==> config.mk <==
export PLATFORM = sky130hd
export DESIGN_NAME = regfile_scoreboard
export DESIGN_NICKNAME = d
export VERILOG_FILES = /design/src/rtl/regfile_scoreboard_pkg.sv /design/src/rtl/regfile_scoreboard_entry.sv /design/src/rtl/regfile_scoreboard.sv
export SDC_FILE = /design/constraint.sdc
export NUM_CORES = 2
export LEC_CHECK = 0
export BUFFER_PORTS_ARGS = -buffer_cell sky130_fd_sc_hd__buf_2
export CAP_MARGIN = 20
export CORE_ASPECT_RATIO = 1.75
export CORE_MARGIN = 2
export CORE_UTILIZATION = 57
export CTS_CLUSTER_DIAMETER = 40
export CTS_CLUSTER_SIZE = 20
export DETAILED_ROUTE_END_ITERATION = 16
export PLACE_DENSITY_LB_ADDON = 0.12
export SYNTH_ARGS = -nofsm -noshare
export SYNTH_HDL_FRONTEND = slang
export SYNTH_SLANG_ARGS = --single-unit
==> constraint.sdc <==
create_clock -name clk -period 2.9 [get_ports clk]
set_input_delay 0.435 -clock clk [delete_from_list [all_inputs] [get_ports clk]]
set_output_delay 0.435 -clock clk [all_outputs]
set_load 0.02 [all_outputs]
==> src/rtl/regfile_scoreboard_pkg.sv <==
// rtl/regfile_scoreboard_pkg.sv - shared widths/defaults for the scoreboarded register file
`ifndef WORD
`define WORD 32
`endif
`ifndef NREG
`define NREG 32
`endif
`ifndef REG_AW
`define REG_AW 5
`endif
`ifndef RSV_TW
`define RSV_TW 4
`endif

package regfile_scoreboard_pkg;
  localparam int DEF_DW   = `WORD;
  localparam int DEF_NREG = `NREG;
  localparam int DEF_AW   = `REG_AW;
  localparam int DEF_TW   = `RSV_TW;
endpackage

==> src/rtl/regfile_scoreboard_entry.sv <==
// rtl/regfile_scoreboard_entry.sv - one entry: data, busy bit and reserving producer tag
module regfile_entry #(
  parameter int DW = 32,
  parameter int TW = 4
) (
  input  logic          clk,
  input  logic          rst,
  input  logic          rsv_en_i,
  input  logic [TW-1:0] rsv_tag_i,
  input  logic          wb_en_i,
  input  logic [DW-1:0] wb_data_i,
  input  logic          tag_match_i,
  input  logic          flush_i,
  output logic [DW-1:0] data_o,
  output logic          busy_o,
  output logic [TW-1:0] tag_o
);
  logic [DW-1:0] data_q, data_d;
  logic          busy_q, busy_d;
  logic [TW-1:0] tag_q, tag_d;

  // Priority: flush drops everything, then reserve, then a tag-matched release.
  always_comb begin
    data_d = wb_en_i ? wb_data_i : data_q;
    busy_d = busy_q;
    tag_d  = tag_q;
    if (flush_i) begin
      busy_d = 1'b0;
    end else if (rsv_en_i) begin
      busy_d = 1'b1;
      tag_d  = rsv_tag_i;
    end else if (wb_en_i && busy_q && tag_match_i) begin
      busy_d = 1'b0;
    end
  end

  always_ff @(posedge clk or negedge rst) begin
    if (!rst) begin
      data_q <= '0;
      busy_q <= 1'b0;
      tag_q  <= '0;
    end else begin
      data_q <= data_d;
      busy_q <= busy_d;
      tag_q  <= tag_d;
    end
  end

  assign data_o = data_q;
  assign busy_o = busy_q;
  assign tag_o  = tag_q;
endmodule

==> src/rtl/regfile_scoreboard.sv <==
// rtl/regfile_scoreboard.sv - register file with WAW-safe reservation scoreboard
// Optional same-cycle writeback bypass on reads: define REGFILE_BYPASS_EN.
module regfile_scoreboard
  import regfile_scoreboard_pkg::*;
#(
  parameter int NREG     = DEF_NREG,
  parameter int AW       = DEF_AW,
  parameter int DW       = DEF_DW,
  parameter int TW       = DEF_TW,
  parameter int NRD      = 2,
  parameter int ZERO_REG = 1
) (
  input  logic                   clk,
  input  logic                   rst,
  input  logic [NRD*AW-1:0]      rd_addr_i,
  output logic [NRD*DW-1:0]      rd_data_o,
  output logic [NRD-1:0]         rd_busy_o,
  output logic [NRD*TW-1:0]      rd_tag_o,
  input  logic                   rsv_valid_i,
  input  logic [AW-1:0]          rsv_addr_i,
  input  logic [TW-1:0]          rsv_tag_i,
  input  logic                   wb_valid_i,
  input  logic [AW-1:0]          wb_addr_i,
  input  logic [TW-1:0]          wb_tag_i,
  input  logic [DW-1:0]          wb_data_i,
  input  logic                   flush_i,
  output logic [$clog2(NREG):0]  busy_count_o
);
  localparam int CW = $clog2(NREG) + 1;

  logic [NREG-1:0] rsv_en, wb_en, tag_match, busy_vec;
  logic [DW-1:0]   data_arr [NREG];
  logic [TW-1:0]   tag_arr  [NREG];
  logic            inc, dec;
  logic [CW-1:0]   count_q, count_d;
  logic [AW-1:0]   ra;

  always_comb begin
    rsv_en    = '0;
    wb_en     = '0;
    tag_match = '0;
    for (int i = 0; i < NREG; i++) begin
      if (!(ZERO_REG != 0 && i == 0)) begin
        rsv_en[i] = rsv_valid_i && (rsv_addr_i == AW'(i));
        wb_en[i]  = wb_valid_i && (wb_addr_i == AW'(i));
      end
      tag_match[i] = (tag_arr[i] == wb_tag_i);
    end
  end

  for (genvar i = 0; i < NREG; i++) begin : g_ent
    if (ZERO_REG != 0 && i == 0) begin : g_zero
      assign data_arr[i] = '0;
      assign busy_vec[i] = 1'b0;
      assign tag_arr[i]  = '0;
    end else begin : g_reg
      regfile_entry #(.DW(DW), .TW(TW)) u_entry (
        .clk         (clk),
        .rst         (rst),
        .rsv_en_i    (rsv_en[i]),
        .rsv_tag_i   (rsv_tag_i),
        .wb_en_i     (wb_en[i]),
        .wb_data_i   (wb_data_i),
        .tag_match_i (tag_match[i]),
        .flush_i     (flush_i),
        .data_o      (data_arr[i]),
        .busy_o      (busy_vec[i]),
        .tag_o       (tag_arr[i])
      );
    end
  end

  // A release is lost when the same entry is re-reserved this cycle.
  assign inc = |(rsv_en & ~busy_vec);
  assign dec = |(wb_en & busy_vec & tag_match & ~rsv_en);
  assign count_d = flush_i ? '0 : (count_q + CW'(inc) - CW'(dec));

  always_ff @(posedge clk or negedge rst) begin
    if (!rst) count_q <= '0;
    else      count_q <= count_d;
  end
  assign busy_count_o = count_q;

  always_comb begin
    rd_data_o = '0;
    rd_busy_o = '0;
    rd_tag_o  = '0;
    ra        = '0;
    for (int k = 0; k < NRD; k++) begin
      ra = rd_addr_i[k*AW +: AW];
      if (32'(ra) < NREG) begin
        rd_data_o[k*DW +: DW] = data_arr[ra];
        rd_busy_o[k]          = busy_vec[ra];
        rd_tag_o[k*TW +: TW]  = tag_arr[ra];
`ifdef REGFILE_BYPASS_EN
        if (wb_valid_i && ra == wb_addr_i && !(ZERO_REG != 0 && ra == '0)) begin
          rd_data_o[k*DW +: DW] = wb_data_i;
          rd_busy_o[k]          = busy_vec[ra] & ~(tag_match[ra] & ~rsv_en[ra]);
        end
`endif
      end
    end
  end
endmodule

== Word-level counts from Yosys, hierarchy flattened ==
Index checks and enable logic that the tools add are counted.

* Register bits after elaboration: 1153
* Input bits: 65
* Output and inout bits: 80
* Word-level logic and storage cells: 501

* $add $sub $neg: 2
* Order comparisons: 4
* Equal/unequal tests: 93
* Multiplexer cells: 110
* Bitwise gates (word level): 9
* Reduce and logical (&&, ||, !) cells: 189

{| class="wikitable"
|+ Operator list
! operator !! number
|-
| binary-select mux 32 bit (select 5 bit) || 2
|-
| equality test 5 bit, second input constant || 32
|-
| AND 32 bit || 4
|-
| two-way mux 32 bit || 4
|-
| equality test 4 bit || 31
|-
| logical AND 1 bit || 124
|-
| two-way mux 1 bit || 95
|-
| nonzero test 3 bit || 31
|-
| equality test 5 x 4 -> 1 bit, second input constant || 16
|-
| inverter 32 bit || 2
|-
| OR reduction 32 bit || 2
|-
| AND reduction 2 bit || 31
|-
| binary-select mux 4 bit (select 5 bit) || 2
|-
| equality test 5 x 3 -> 1 bit, second input constant || 8
|-
| equality test 5 x 2 -> 1 bit, second input constant || 4
|-
| two-way mux 4 bit || 4
|-
| greater-or-equal comparator 6 bit, second input constant || 2
|-
| < comparator 5 x 6 -> 1 bit, second input constant || 2
|-
| inverter 5 -> 6 bit || 2
|-
| binary-select mux 1 bit (select 5 bit) || 2
|-
| equality test 5 x 1 -> 1 bit, second input constant || 2
|-
| adder 6 x 1 -> 6 bit || 1
|-
| two-way mux 6 bit || 1
|-
| subtractor 6 x 1 -> 6 bit || 1
|-
| other kinds (2) || 2
|}

== Longest topological paths before layout ==
* Depth after elaboration: 8
* Gate-level depth with buffers: 19
* Depth with buffers taken out: 16

== Hierarchy ==
From an unflattened synthesis, not the netlist that was laid out.

* Cell total of the unflattened synthesis: 3981
* Area, all modules: 68748.4 sq um

{| class="wikitable"
|+ By module, submodules not included
! module !! times used !! cells each !! area an instance (sq um) !! seq. area each (sq um)
|-
| regfile_entry || 31 || 81 || 1541.5 || 925.9
|-
| regfile_scoreboard || 1 || 1470 || 20962.6 || 150.1
|}

== Least setup slack after synthesis ==
No wires, ideal clock.

* Kind: input -> register
* Start point: input wb_addr_i[4]
* End point: register count_q[4], in the netlist busy_count_o[4]
* Data arrival time: 3.323 ns
* Data required time: 2.768 ns
* Path slack: -0.555 ns
* Cell stages on the path: 19
* Cells stage by stage: buf_2 -> and4b_1 -> buf_2 -> and2_1 -> clkbuf_1 -> nor4b_1 -> a22oi_1 -> nand2_1 -> nor4_1 -> nand4_1 -> ha_1 -> inv_1 -> ha_1 -> fa_1 -> a21oi_1 -> nor2_1 -> nor2_1 -> xor2_1 -> nor2_1

* Longest elaborated chain between the ends: 8

{| class="wikitable"
|+ RTL lines
! element !! RTL line !! source
|-
| from (decl) || regfile_scoreboard.sv:23 || <nowiki>input logic [AW-1:0] wb_addr_i,</nowiki>
|-
| equality test 5 x 1 -> 1 bit (tied with other cells) || regfile_scoreboard.sv:45 || <nowiki>wb_en[i] = wb_valid_i && (wb_addr_i == AW'(i));</nowiki>
|-
| logical AND 1 bit || regfile_scoreboard.sv:45 ||
|-
| AND 32 bit (*) (3 in a row) || regfile_scoreboard.sv:75 || <nowiki>assign dec = |(wb_en & busy_vec & tag_match & ~rsv_en);</nowiki>
|-
| OR reduction 32 bit (*) || regfile_scoreboard.sv:75 ||
|-
| subtractor 6 x 1 -> 6 bit (*) || regfile_scoreboard.sv:76 || <nowiki>assign count_d = flush_i ? '0 : (count_q + CW'(inc) - CW'(dec));</nowiki>
|-
| two-way mux 6 bit (*) || regfile_scoreboard.sv:76 ||
|-
| net count_d[4] || regfile_scoreboard.sv:35 || <nowiki>logic [CW-1:0] count_q, count_d;</nowiki>
|-
| to (signal assigned) || regfile_scoreboard.sv:80 || <nowiki>else count_q <= count_d;</nowiki>
|-
| to (decl) || regfile_scoreboard.sv:35 ||
|}

Mark *: on every way through the listed nets, which the timed path passes. The rest lies on a longest branch.
A chain may end at the register's enable or synchronous reset.

== Worst setup path after layout ==
* Start point: register g_ent[29].g_reg.u_entry.tag_q[1]
* End point: register count_q[5], in the netlist busy_count_o[5]

* Longest elaborated chain between the ends: 6

{| class="wikitable"
|+ RTL lines
! element !! RTL line !! source
|-
| from (decl) || regfile_scoreboard_entry.sv:20 || <nowiki>logic [TW-1:0] tag_q, tag_d;</nowiki>
|-
| from (signal assigned) || regfile_scoreboard_entry.sv:45 || <nowiki>tag_q <= tag_d;</nowiki>
|-
| equality test 4 bit || regfile_scoreboard.sv:47 || <nowiki>tag_match[i] = (tag_arr[i] == wb_tag_i);</nowiki>
|-
| AND 32 bit (2 in a row) || regfile_scoreboard.sv:75 ||
|-
| OR reduction 32 bit || regfile_scoreboard.sv:75 ||
|-
| subtractor 6 x 1 -> 6 bit || regfile_scoreboard.sv:76 ||
|-
| two-way mux 6 bit || regfile_scoreboard.sv:76 ||
|-
| net count_d[5] || regfile_scoreboard.sv:35 ||
|}

The timed path passes the listed nets, and every way through them passes these cells.

==> metrics.md <==
| Metric | Value |
|---|---|
| Tcrit/Tclk final | 115% |
| Post-route cell area | 0.0768 sq mm |
| DRC | 0 |
| Share of the synthesized area in the top cell type | 45.3% |
| Syn Inst Count | 4,150 |
| Worst slew pin tran | 1140 ps |
| Core Footprint | 0.111 sq mm |
| Worst reg2reg path depth | 15 |
| Port bufs | 144 |
| Setup tns final | -13,040 ps |
| Final min period | 3330 ps |
| Outcome | finished, violations left |
| Largest net degree at the start of global routing | 127 |
| Crit path max-delay cell type | nor4_1 |
| WL met3 | 13.6 mm |
| Post-Synthesis Cell Area | 0.0637 sq mm |
| Top Layer Used | met5 |
| Top delay family on crit path | simple AND/OR/NAND/NOR gates |
| Wire per inst | 33.9 um |
| Syn_nets | 4,222 |
| Class of the worst hold path | input pin to register |
| Via density | 6.78 |
| VDD IR-drop max | 561 uV |
| Netlist cell types | 56 |
| Hold Crit Endpoint | g_ent[2].g_reg.u_entry.busy_o |
| Combinational power share | 23.7% |
| Critical path buffers and inverters | 1 |
| CTS buffer count | 132 |
| FF+latch count, synth | 1,153 |
| Die width | 257 um |
| M1 WL | 77.4 mm |
| Power per cell area | 677 mW/mm^2 |
| Setup WS post-layout | -432 ps |
| Post-synth top cells | mux2_2 (1,226), dfrtp_1 (1,153), mux4_2 (666) |
| P_leak | 34.1 nW |
| Die Ht | 446 um |
| Max Clk Rate | 0.300 GHz |
| Initial antenna violation count | 14 |
| Tot GR Track Use | 37.6% |
| Number of global-route vias before repair | 44,803 |
| Row cnt | 162 |
| Critical R2R Launch | g_ent[29].g_reg.u_entry.tag_o[1] |
| Die area | 0.115 sq mm |
| Failing checks | negative setup slack |
| CTS tree | built |
| Switching power | 14.5 mW |
| Cell taking the most area after synthesis | dfrtp_1 |
| Worst r2r dst | busy_count_o[5] |
| Internal power | 37.5 mW |
| Setup crit end kind | register |
| Most frequent cell after synthesis | mux2_2 |
| Global route overflow | 0 |
| Routed Antenna Nets | 0 |
| Slew Limit Headroom | 24.1% |
| H-tree levels | 4 |
| Final Core Density | 69.2% |
| Worst Skew | 21.7 ps |
| Via total after detailed routing | 42,062 |
| Nets | 4,692 |
| Switch share | 27.9% |
| Post-synth ARST share | 100% |
| Detailed Routing Iterations Pass 1 | 7 |
| Max-slew violations | 0 |
| Worst-path maximum fanout | 4 |
| CP Launch Type | register |
| Final Setup Violations | 79 |
| Crit Path Class | register to register |
| R2R setup slack | -430 ps |
| Crit path cell chain | xor2_1 > nor4_1 > nand4_1 > nand4_1 > nor4_2 > nand4_1 > ha_1 > inv_1 > ha_1 > a21o_1 > a21oi_2 > o21bai_1 > a21oi_1 > xnor2_1 > nor2_1 |
| Initial DRC count | 3,190 |
| Mapped Avg Cell Area | 15.3 sq um |
| Clk slew on worst S/H paths | 60 ps |
| Final GP Congestion | 1.01 |
| Ports | 145 |
| Clk sinks | 1,153 |
| Part of the Yosys area used for sequential elements | 45.3% |
| Final Hold Viols | 0 |
| Sequential power share | 40.9% |
| RSZ-0062 raised after global routing | yes |
| Final wirelength | 210 mm |
| Clock Tree Root | clkbuf_16 |
| DP Area | 0.0706 sq mm |
| Yosys warns | 0 |
| Area delta synth->final | 20.7% |
| Largest cells by area after synthesis | dfrtp_1 (45%), mux4_2 (24%), mux2_2 (22%) |
| Most common cell on crit path | nand4_1 |
| Arrival time worst endpoint | 3970 ps |
| First-pass GRT wire length | 309 mm |
| Crit path largest cell delay | 760 ps |
| Clk_lat worst skew | 770 ps |
| Maximum clock insertion buffer count | 3 |
| Worst Hold Launch | flush_i |
| Number of fillers in the final layout | 7,756 |
| Top FF cell, synth | dfrtp_1 |
| Clk network pwr share | 35.3% |
| Max Cap Violations | 0 |
| Metal2 WL | 105 mm |
| Share of cells above drive strength 1 | 63.0% |
| Number of synthesized flops with an enable pin | 0 |
| Initial Utilization | 57.3% |
| Hpwl dp | 134 mm |
| Hold path cells | 2 |
| Worst Path Required | 3540 ps |
-- how the worst max path moves through the flow --
stage,start,endpoint,slack [ps],depth (start not counted)
after detailed placement,wb_addr_i[3],busy_count_o[5],-1090,19
after global routing,g_ent[6].g_reg.u_entry.tag_o[1],busy_count_o[5],-550,16
final,g_ent[29].g_reg.u_entry.tag_o[1],busy_count_o[5],-430,15
after global placement,wb_addr_i[0],busy_count_o[5],-1070,20
after CTS,g_ent[31].g_reg.u_entry.tag_o[2],busy_count_o[4],-430,16
after floorplan,wb_valid_i,busy_count_o[4],-380,19
-- cell type report --
| type | instances | area, sq um | share of cell area, % |
|---|---|---|---|
| Clock inverter | 83 | 1160 | 1.51 |
| Timing Repair Buffer | 768 | 7550 | 9.83 |
| Clock buffer | 157 | 3630 | 4.73 |
| Sequential cell | 1153 | 28900 | 37.6 |
| Inverter | 14 | 52.6 | 0.0684 |
| Antenna cell | 6 | 15.0 | 0.0195 |
| Multi-Input combinational cell | 2551 | 33700 | 43.9 |
| Tap cell | 1476 | 1850 | 2.40 |
-- routing by layer --
metal | vias to the layer above | GRT usage (%)
met2 | 1653 | 62.4
met5 | - | 0
li1 | 16985 | -
met4 | 18 | 21.3
met1 | 22806 | 46.4
met3 | 600 | 7.12
-- cells by family after synthesis --
kind of cell	share of synthesized area [%]
DFF	45.3
xor gates and xnor gates	1.77
and+or+nand+nor	2.63
AOI/OAI and AO/OA	1.89
muxes	45.4
buffers and inverters	2.89
adders and majority gates	0.149
-- placed cells by master, fill, tap and decap left out, types with 8 or more instances in the layout --
master and n:
nand4_1 18, clkinv_2 14, xor2_1 75, o22ai_1 12
buf_4 480, nor3_1 10, nor2_1 42, nand3_1 10
inv_1 13, buf_2 59, clkbuf_8 13, inv_6 18
o21ai_0 12, and2_4 8, buf_6 102, a21oi_1 22
dfrtp_1 1147, buf_12 121, nor4_1 16, a22o_1 72
nand2_4 15, mux2_2 1151, bufinv_16 19, clkinv_4 10
mux2_4 75, nor2b_1 9, nand2_1 165, nand2b_1 16
clkbuf_16 137, inv_8 9, mux4_2 666, xnor2_1 50
-- what timing repair did --
action	4_1_cts	5_1_grt
pin swaps	18	10
endpoints found under the setup margin	79	79
hold buffers	1	0
setup buffers	43	4
endpoints found under the hold margin	33	0
gates resized for setup	267	24
-- flip-flops by register name, summed over array words and instances, names as in the netlist --
signal	count
busy_count_o	6
g_ent.g_reg.u_entry.busy_o	31
g_ent.g_reg.u_entry.data_o	992
g_ent.g_reg.u_entry.tag_o	124
-- stage by stage --
| stage | setup WS [ps] | instances | power, mW | hold slack [ps] |
|---|---|---|---|---|
| 2_1_floorplan | -381 | 4150 | 29.0 | 139 |
| 3_3_place_gp | -1070 | 5917 | 32.6 | 414 |
| 3_5_place_dp | -1090 | 5917 | 33.1 | 418 |
| 4_1_cts | -427 | 6200 | 52.2 | 22.8 |
| 5_1_grt | -546 | 6204 | 54.0 | 48.1 |
| 6_report | -432 | 6208 | 52.0 | 58.7 |
-- power groups by stage --
| stage | Combinational [mW] | Clock, mW | Sequential, mW |
|---|---|---|---|
| floorplan | 8.19 | 0 | 20.8 |
| global placement | 11.3 | 0 | 21.3 |
| detailed placement | 11.6 | 0 | 21.5 |
| CTS | 12.3 | 18.6 | 21.3 |
| global route | 13.1 | 19.2 | 21.7 |
| finish | 12.3 | 18.4 | 21.3 |
(Power assumes the default switching activity.)
